## src/rtl/data_generator_pkg.sv

```systemverilog
// rtl/data_generator_pkg.sv - shared types and helpers for the multi-channel data generator
package data_generator_pkg;

    typedef enum logic [1:0] {RS_IDLE, RS_FIRST, RS_PAUSE, RS_REPEAT} repeat_state_t;

    localparam int BTN_UP      = 0;
    localparam int BTN_DOWN    = 1;
    localparam int BTN_ZERO    = 2;
    localparam int BTN_SIGN    = 3;
    localparam int BTN_SELECT  = 4;
    localparam int NUM_BUTTONS = 5;

    function automatic int ns_to_cycles(input longint ns, input longint period);
        longint c;
        c = ns / period;
        return (c < 1) ? 1 : int'(c);
    endfunction

    // Result is meaningful in its low 'size' bits (two's complement when signed).
    function automatic logic [31:0] clamp_or_wrap(input int value, input int size,
                                                  input bit is_signed, input bit wrap);
        longint v, lo, hi;
        v = longint'(value);
        if (wrap)
            return 32'(v) & 32'((longint'(1) << size) - 1);
        hi = is_signed ? (longint'(1) << (size - 1)) - 1 : (longint'(1) << size) - 1;
        lo = is_signed ? -(longint'(1) << (size - 1)) : 0;
        if (v > hi)
            v = hi;
        else if (v < lo)
            v = lo;
        return 32'(v);
    endfunction

endpackage

```

## src/rtl/data_generator_mc_button_conditioner.sv

```systemverilog
// rtl/data_generator_mc_button_conditioner.sv - synchroniser, debounce and hold/repeat pulse generator
module button_conditioner
    import data_generator_pkg::*;
#(
    parameter bit Repeat       = 1'b1,
    parameter int FilterCycles = 4,
    parameter int PauseCycles  = 20,
    parameter int RepeatCycles = 10,
    parameter int AccelAfter   = 8
) (
    input  logic Clock,
    input  logic nReset,
    input  logic Button,
    output logic Pulse,
    output logic Fast
);

    localparam int FltW   = $clog2(FilterCycles + 1);
    localparam int TmrMax = (PauseCycles > RepeatCycles) ? PauseCycles : RepeatCycles;
    localparam int TmrW   = $clog2(TmrMax + 1);
    localparam int AccW   = $clog2(AccelAfter + 2);

    logic [1:0]      r_sync;
    logic            r_filt;
    logic [FltW-1:0] r_flt_cnt;
    repeat_state_t   r_state;
    logic [TmrW-1:0] r_tmr;
    logic [AccW-1:0] r_acc;
    logic            r_pulse;
    logic            r_fast;

    always_ff @(posedge Clock or negedge nReset) begin
        if (!nReset) begin
            r_sync    <= '0;
            r_filt    <= 1'b0;
            r_flt_cnt <= '0;
        end else begin
            r_sync <= {r_sync[0], Button};
            if (r_sync[1] == r_filt)
                r_flt_cnt <= '0;
            else if (r_flt_cnt == FltW'(FilterCycles - 1)) begin
                r_filt    <= ~r_filt;
                r_flt_cnt <= '0;
            end else
                r_flt_cnt <= r_flt_cnt + FltW'(1);
        end
    end

    // Only pulses issued from REPEAT count towards acceleration.
    always_ff @(posedge Clock or negedge nReset) begin
        if (!nReset) begin
            r_state <= RS_IDLE;
            r_tmr   <= '0;
            r_acc   <= '0;
            r_pulse <= 1'b0;
            r_fast  <= 1'b0;
        end else begin
            r_pulse <= 1'b0;
            r_fast  <= 1'b0;
            if (!r_filt) begin
                r_state <= RS_IDLE;
                r_tmr   <= '0;
                r_acc   <= '0;
            end else begin
                case (r_state)
                    RS_IDLE: begin
                        r_pulse <= 1'b1;
                        r_tmr   <= '0;
                        r_state <= RS_FIRST;
                    end
                    RS_FIRST: begin
                        r_tmr   <= r_tmr + TmrW'(1);
                        r_state <= RS_PAUSE;
                    end
                    RS_PAUSE: begin
                        if (Repeat) begin
                            if (r_tmr == TmrW'(PauseCycles - 1)) begin
                                r_pulse <= 1'b1;
                                r_tmr   <= '0;
                                r_state <= RS_REPEAT;
                            end else
                                r_tmr <= r_tmr + TmrW'(1);
                        end
                    end
                    RS_REPEAT: begin
                        if (r_tmr == TmrW'(RepeatCycles - 1)) begin
                            r_pulse <= 1'b1;
                            r_fast  <= (r_acc >= AccW'(AccelAfter));
                            r_tmr   <= '0;
                            if (r_acc < AccW'(AccelAfter))
                                r_acc <= r_acc + AccW'(1);
                        end else
                            r_tmr <= r_tmr + TmrW'(1);
                    end
                    default: r_state <= RS_IDLE;
                endcase
            end
        end
    end

    assign Pulse = r_pulse;
    assign Fast  = r_fast;

endmodule

```

## src/rtl/data_generator_mc.sv

```systemverilog
// rtl/data_generator_mc.sv - five-button multi-channel data generator with repeat and acceleration
module data_generator_mc
    import data_generator_pkg::*;
#(
    parameter int    Size               = 4,
    parameter int    Channels           = 4,
    parameter string Signed             = "No",
    parameter string Wrap               = "No",
    parameter int    FastStep           = 4,
    parameter int    AccelAfter         = 8,
    parameter int    ClockPeriod_ns     = 20,
    parameter int    FilterPeriod_ns    = 1_000_000,
    parameter int    PauseInterval_ns   = 400_000_000,
    parameter int    RepeatsInterval_ns = 150_000_000,
    localparam int   ChBits             = (Channels > 1) ? $clog2(Channels) : 1
) (
    input  logic                     Clock,
    input  logic                     nReset,
    input  logic                     Button_Up,
    input  logic                     Button_Down,
    input  logic                     Button_Zero,
    input  logic                     Button_Sign,
    input  logic                     Button_Select,
    output logic [Channels*Size-1:0] Data,
    output logic [ChBits-1:0]        Channel
);

    localparam bit IsSigned     = (Signed == "Yes");
    localparam bit IsWrap       = (Wrap == "Yes");
    localparam int FilterCycles = ns_to_cycles(FilterPeriod_ns, ClockPeriod_ns);
    localparam int PauseCycles  = ns_to_cycles(PauseInterval_ns, ClockPeriod_ns);
    localparam int RepeatCycles = ns_to_cycles(RepeatsInterval_ns, ClockPeriod_ns);

    logic [NUM_BUTTONS-1:0] w_buttons;
    logic [NUM_BUTTONS-1:0] w_pulse;
    logic [NUM_BUTTONS-1:0] w_fast;

    logic [Channels-1:0][Size-1:0] r_data;
    logic [ChBits-1:0]             r_channel;

    logic [Size-1:0]          w_cur;
    logic                     w_fast_sel;
    logic signed [Size+1:0]   w_ext;
    logic signed [Size+1:0]   w_step;
    logic signed [Size+1:0]   w_sum;
    logic signed [Size+1:0]   w_neg;
    logic [Size-1:0]          w_sum_lim;
    logic [Size-1:0]          w_neg_lim;

    assign w_buttons = {Button_Select, Button_Sign, Button_Zero, Button_Down, Button_Up};

    for (genvar gi = 0; gi < NUM_BUTTONS; gi++) begin : g_btn
        button_conditioner #(
            .Repeat       (gi == BTN_UP || gi == BTN_DOWN),
            .FilterCycles (FilterCycles),
            .PauseCycles  (PauseCycles),
            .RepeatCycles (RepeatCycles),
            .AccelAfter   (AccelAfter)
        ) u_cond (
            .Clock  (Clock),
            .nReset (nReset),
            .Button (w_buttons[gi]),
            .Pulse  (w_pulse[gi]),
            .Fast   (w_fast[gi])
        );
    end

    // Arithmetic runs two bits wider than the word so overflow is visible before limiting.
    always_comb begin
        w_cur      = r_data[r_channel];
        w_fast_sel = w_fast[w_pulse[BTN_DOWN] ? BTN_DOWN : BTN_UP];
        w_ext      = IsSigned ? {{2{w_cur[Size-1]}}, w_cur} : {2'b00, w_cur};
        w_step     = w_fast_sel ? (Size+2)'(FastStep) : (Size+2)'(1);
        w_sum      = w_pulse[BTN_UP] ? (w_ext + w_step) : (w_ext - w_step);
        w_neg      = -w_ext;
        w_sum_lim  = Size'(clamp_or_wrap(int'(w_sum), Size, IsSigned, IsWrap));
        w_neg_lim  = Size'(clamp_or_wrap(int'(w_neg), Size, IsSigned, IsWrap));
    end

    always_ff @(posedge Clock or negedge nReset) begin
        if (!nReset) begin
            r_data    <= '0;
            r_channel <= '0;
        end else begin
            if (w_pulse[BTN_ZERO])
                r_data[r_channel] <= '0;
            else if (w_pulse[BTN_SIGN] && IsSigned)
                r_data[r_channel] <= w_neg_lim;
            else if (w_pulse[BTN_UP] != w_pulse[BTN_DOWN])
                r_data[r_channel] <= w_sum_lim;
            if (w_pulse[BTN_SELECT])
                r_channel <= (r_channel == ChBits'(Channels - 1)) ? '0 : r_channel + ChBits'(1);
        end
    end

    assign Data    = r_data;
    assign Channel = r_channel;

endmodule

```

## config.mk

```make
export PLATFORM = sky130hd
export DESIGN_NAME = data_generator_mc
export DESIGN_NICKNAME = d
export VERILOG_FILES = /design/src/rtl/data_generator_pkg.sv /design/src/rtl/data_generator_mc_button_conditioner.sv /design/src/rtl/data_generator_mc.sv
export SDC_FILE = /design/constraint.sdc
export NUM_CORES = 1
export LEC_CHECK = 0
export ABC_AREA = 0
export CORE_MARGIN = 4
export CORE_UTILIZATION = 30
export CTS_CLUSTER_DIAMETER = 30
export DETAILED_ROUTE_END_ITERATION = 7
export HOLD_SLACK_MARGIN = 0.06
export SYNTH_ARGS = -nofsm -noshare
export SYNTH_HDL_FRONTEND = slang
export SYNTH_SLANG_ARGS = --single-unit
```

## constraint.sdc

```tcl
create_clock -name Clock -period 3.5 [get_ports Clock]
set_input_delay 0.7 -clock Clock [delete_from_list [all_inputs] [get_ports Clock]]
set_output_delay 0.7 -clock Clock [all_outputs]
set_load 0.005 [all_outputs]
```

==> impl_results.md <==
- Cts hold-fix bufs: 0
- Post-CTS setup buffers: 0
- Status: completed
- R2r startpoint: Channel[0]$_DFFE_PN0P_
- Synthesis-to-finish area growth: 23.0%
- Post-route cell area: 13600 um^2
- Initial antenna violation count: 0
- Seq/Total Area, Yosys: 0.488
- Period utilization: 0.813
- Rows: 70
- Yosys top cell area share: 0.488
- Internal power: 0.00573 W
- Slew Limit Fails: 0
- R2R setup slack: 650 ps
- Maximum vdd drop: 349 uV
- Top-count cell post-synth: dfrtp_1
- Die footprint: 40000 um^2
- Syn Inst Count: 1116
- Most frequent cells after synthesis: 216 x dfrtp_1, 196 x nor2_1, 92 x nand2_1
- Worst Setup Path Type: flop to flop
- Final ANT Viol Nets: 0
- DRC Markers: 0
- R2R depth: 7
- Combinational fraction of design power: 0.012
- Synth unique cells: 63
- Initial core utilization: 0.303
- Mapped Nets: 1161
- Initial DRT Pass Iterations: 5
- Min Tclk post-route: 2850 ps
- Final Hold Viols: 0
- Crit path max fanout: 9
- Critical-path cell list: mux4_2 > ha_1 > nor2b_1 > o211a_1 > o21ai_0 > a211oi_1 > a22o_1
- Final setup violation count: 0
- Reg clk slew, reported paths: 50 ps
- Core area: 36500 um^2
- RSZ-0062 raised after global routing: no
- R2R Path End: Data[1]$_DFFE_PN0P_
- Fraction of layout cells with a size suffix above 1: 0.112
- Total Routed Length: 22.6 mm
- Clk pwr share: 0.643
- Worst Path Buf+Inv: 0
- Synth area leader: dfrtp_1
- Leak pwr: 5.51 nW
- Cell Pwr Density: 539 nW/um^2
- Pre-CTS setup slack: 688 ps
- Crit path launch type: flop
- Tightest Pin Transition: 929 ps
- Largest net degree at the start of global routing: 72
- Die span in x: 200 um
- Non-Filler Instances: 1687
- Vias in the first global route: 8362
- Initial DRC count: 391
- Clk root buf: clkbuf_16
- Placed Instance Area: 11900 um^2
- Fin worst setup slack: 654 ps
- Total gr overflow: 0
- Switching power: 0.00161 W
- Vias per cell: 4.87
- Critical path's slowest cell: dfrtp_1
- Crit-path leading delay family: compound AO/OA/AOI/OAI gates
- Post-synth EDFFs: 0
- FF/Latch Area: 5410 um^2
- Sw Ratio: 0.219
- Detailed Place HPWL: 14.8 mm
- Post-DR wirelength/cell: 13.4 um
- Max transition margin: 0.376
- Ys Warns: 0
- Post-CTS Resized: 0
- Worst EP required: 3980 ps
- Max clock buf depth: 3
- Sequential Power Share: 0.345
- IO Count: 25
- Diode count: 0
- Setup TNS: 0 ps
- IO Port Bufs: 23
- Dpl cells: 1595
- Achievable Freq: 351 MHz
- Tot Pwr: 0.00734 W
- Synthesized area per cell: 9.92 um^2
- H-tree depth: 2
- Crit path capture type: flop
- Synth Register Bits: 216
- Synthesized area: 11100 um^2
- Final Wtd Congestion: 0.796
- CTS tree: done
- Main flop type after synthesis: dfrtp_1
- Largest stage delay, worst path: 610 ps
- Final nets: 1223
- Die height: 200 um
- DR vias: 8220
- Max-cap violations: 0
- Class of the worst hold path: primary input to async pin
- Max Clock Skew: 25.8 ps
- GRT Total Usage: 0.115
- Clk_lat worst skew: 550 ps
- Fillers: 3562
- Async S/R FF share, synth: 1.00
- WP data arrival: 3330 ps
- Total CTS buffers: 49
- Largest cells by area after synthesis: dfrtp_1 49%, nor2_1 6.6%, xnor2_1 5.8%
- First-pass GRT wire length: 40.2 mm
- Clock Sinks: 216
- Multi-input logic area: 5390 um^2
[state kept, by name, indices dropped and copies added (netlist names)]
register and count:
g_btn.u_cond.Pulse 4, Channel 2, g_btn.u_cond.r_filt 4, g_btn.u_cond.r_sync 8, g_btn.u_cond.r_state 8, Data 16
g_btn.u_cond.r_flt_cnt 64, g_btn.u_cond.r_tmr 100, g_btn.u_cond.Fast 2, g_btn.u_cond.r_acc 8
[cells in the final DEF (no fill, tap or decap), types with 7 or more instances in the layout]
| cell | netlist | layout |
|---|---|---|
| dfrtp_1 | 216 | 216 |
| nor2_1 | 196 | 196 |
| nand2_1 | 92 | 92 |
| xnor2_1 | 73 | 73 |
| xor2_1 | 69 | 69 |
| clkbuf_16 | 0 | 50 |
| nand4_1 | 46 | 46 |
| nand3_1 | 45 | 45 |
| inv_1 | 41 | 41 |
| nor3_1 | 38 | 38 |
| ha_1 | 38 | 38 |
| and3_1 | 26 | 26 |
| clkdlybuf4s50_1 | 0 | 22 |
| o21ai_0 | 22 | 21 |
| nor4_1 | 19 | 19 |
| a21oi_1 | 13 | 13 |
| nor4b_1 | 11 | 11 |
| a22o_1 | 11 | 11 |
| and4_1 | 10 | 10 |
| clkinvlp_4 | 0 | 10 |
| buf_4 | 0 | 10 |
| nor2b_1 | 9 | 9 |
| mux2_2 | 9 | 9 |
| nand2b_1 | 7 | 7 |
| or3_1 | 7 | 7 |
| and2_1 | 7 | 7 |
| mux2i_1 | 7 | 7 |
[worst max path at each step]
stage                                      start              endpoint  slack, ps  depth (start not counted)
after floorplan           Channel[0]$_DFFE_PN0P_  Data[11]$_DFFE_PN0P_        910                          8
after global placement    Channel[0]$_DFFE_PN0P_   Data[5]$_DFFE_PN0P_        690                          7
after detailed placement  Channel[0]$_DFFE_PN0P_   Data[1]$_DFFE_PN0P_        690                          7
after CTS                 Channel[0]$_DFFE_PN0P_   Data[1]$_DFFE_PN0P_        670                          7
after global routing      Channel[0]$_DFFE_PN0P_   Data[5]$_DFFE_PN0P_        430                          7
final                     Channel[0]$_DFFE_PN0P_   Data[1]$_DFFE_PN0P_        650                          7
[metal layers]
metal  global-route usage  routed length [um]  vias up
li1                     -                   -     4023
met2                0.182               10400      117
met1                0.156               10800     4045
met5                    0                   0        -
met3               0.0298                1000       35
met4               0.0317                 348        0
[kinds of logic (layout without fill, tap and decap cells)]
family,after synthesis,after routing,synth area share
XOR/XNOR,142,142,0.112
adder cells (fa/ha/maj),38,38,0.0429
AND/OR/NAND/NOR,546,546,0.247
multiplexers,20,20,0.0236
flip-flops,216,216,0.488
AO/OA/AOI/OAI,89,89,0.0597
buffers and inverters,65,168,0.0258
[metrics by stage]
stage	utilization	hold WS, ps
global placement	0.325	334
global route	0.373	152
CTS	0.373	120
finish	0.373	117
floorplan	-	331
detailed placement	0.325	335
[power by group through the flow]
stage / Clock (W) / Sequential (W) / Combinational [W]
finish: 0.00472 / 0.00253 / 0.0000903
global route: 0.00499 / 0.00253 / 0.000109
CTS: 0.00483 / 0.00253 / 0.0000968
detailed placement: 0 / 0.00257 / 0.0000967
global placement: 0 / 0.00257 / 0.0000949
floorplan: 0 / 0.00257 / 0.0000252
[cell type report]
| class | count | area share |
|---|---|---|
| inverters | 41 | 0.0113 |
| clock inverters | 33 | 0.0297 |
| repair buffers | 35 | 0.0257 |
| multi-input cells | 835 | 0.396 |
| flip-flops and latches | 216 | 0.397 |
| clock buffers | 59 | 0.0980 |
| well taps | 468 | 0.0430 |
Power figures use the tool's default switching activity.
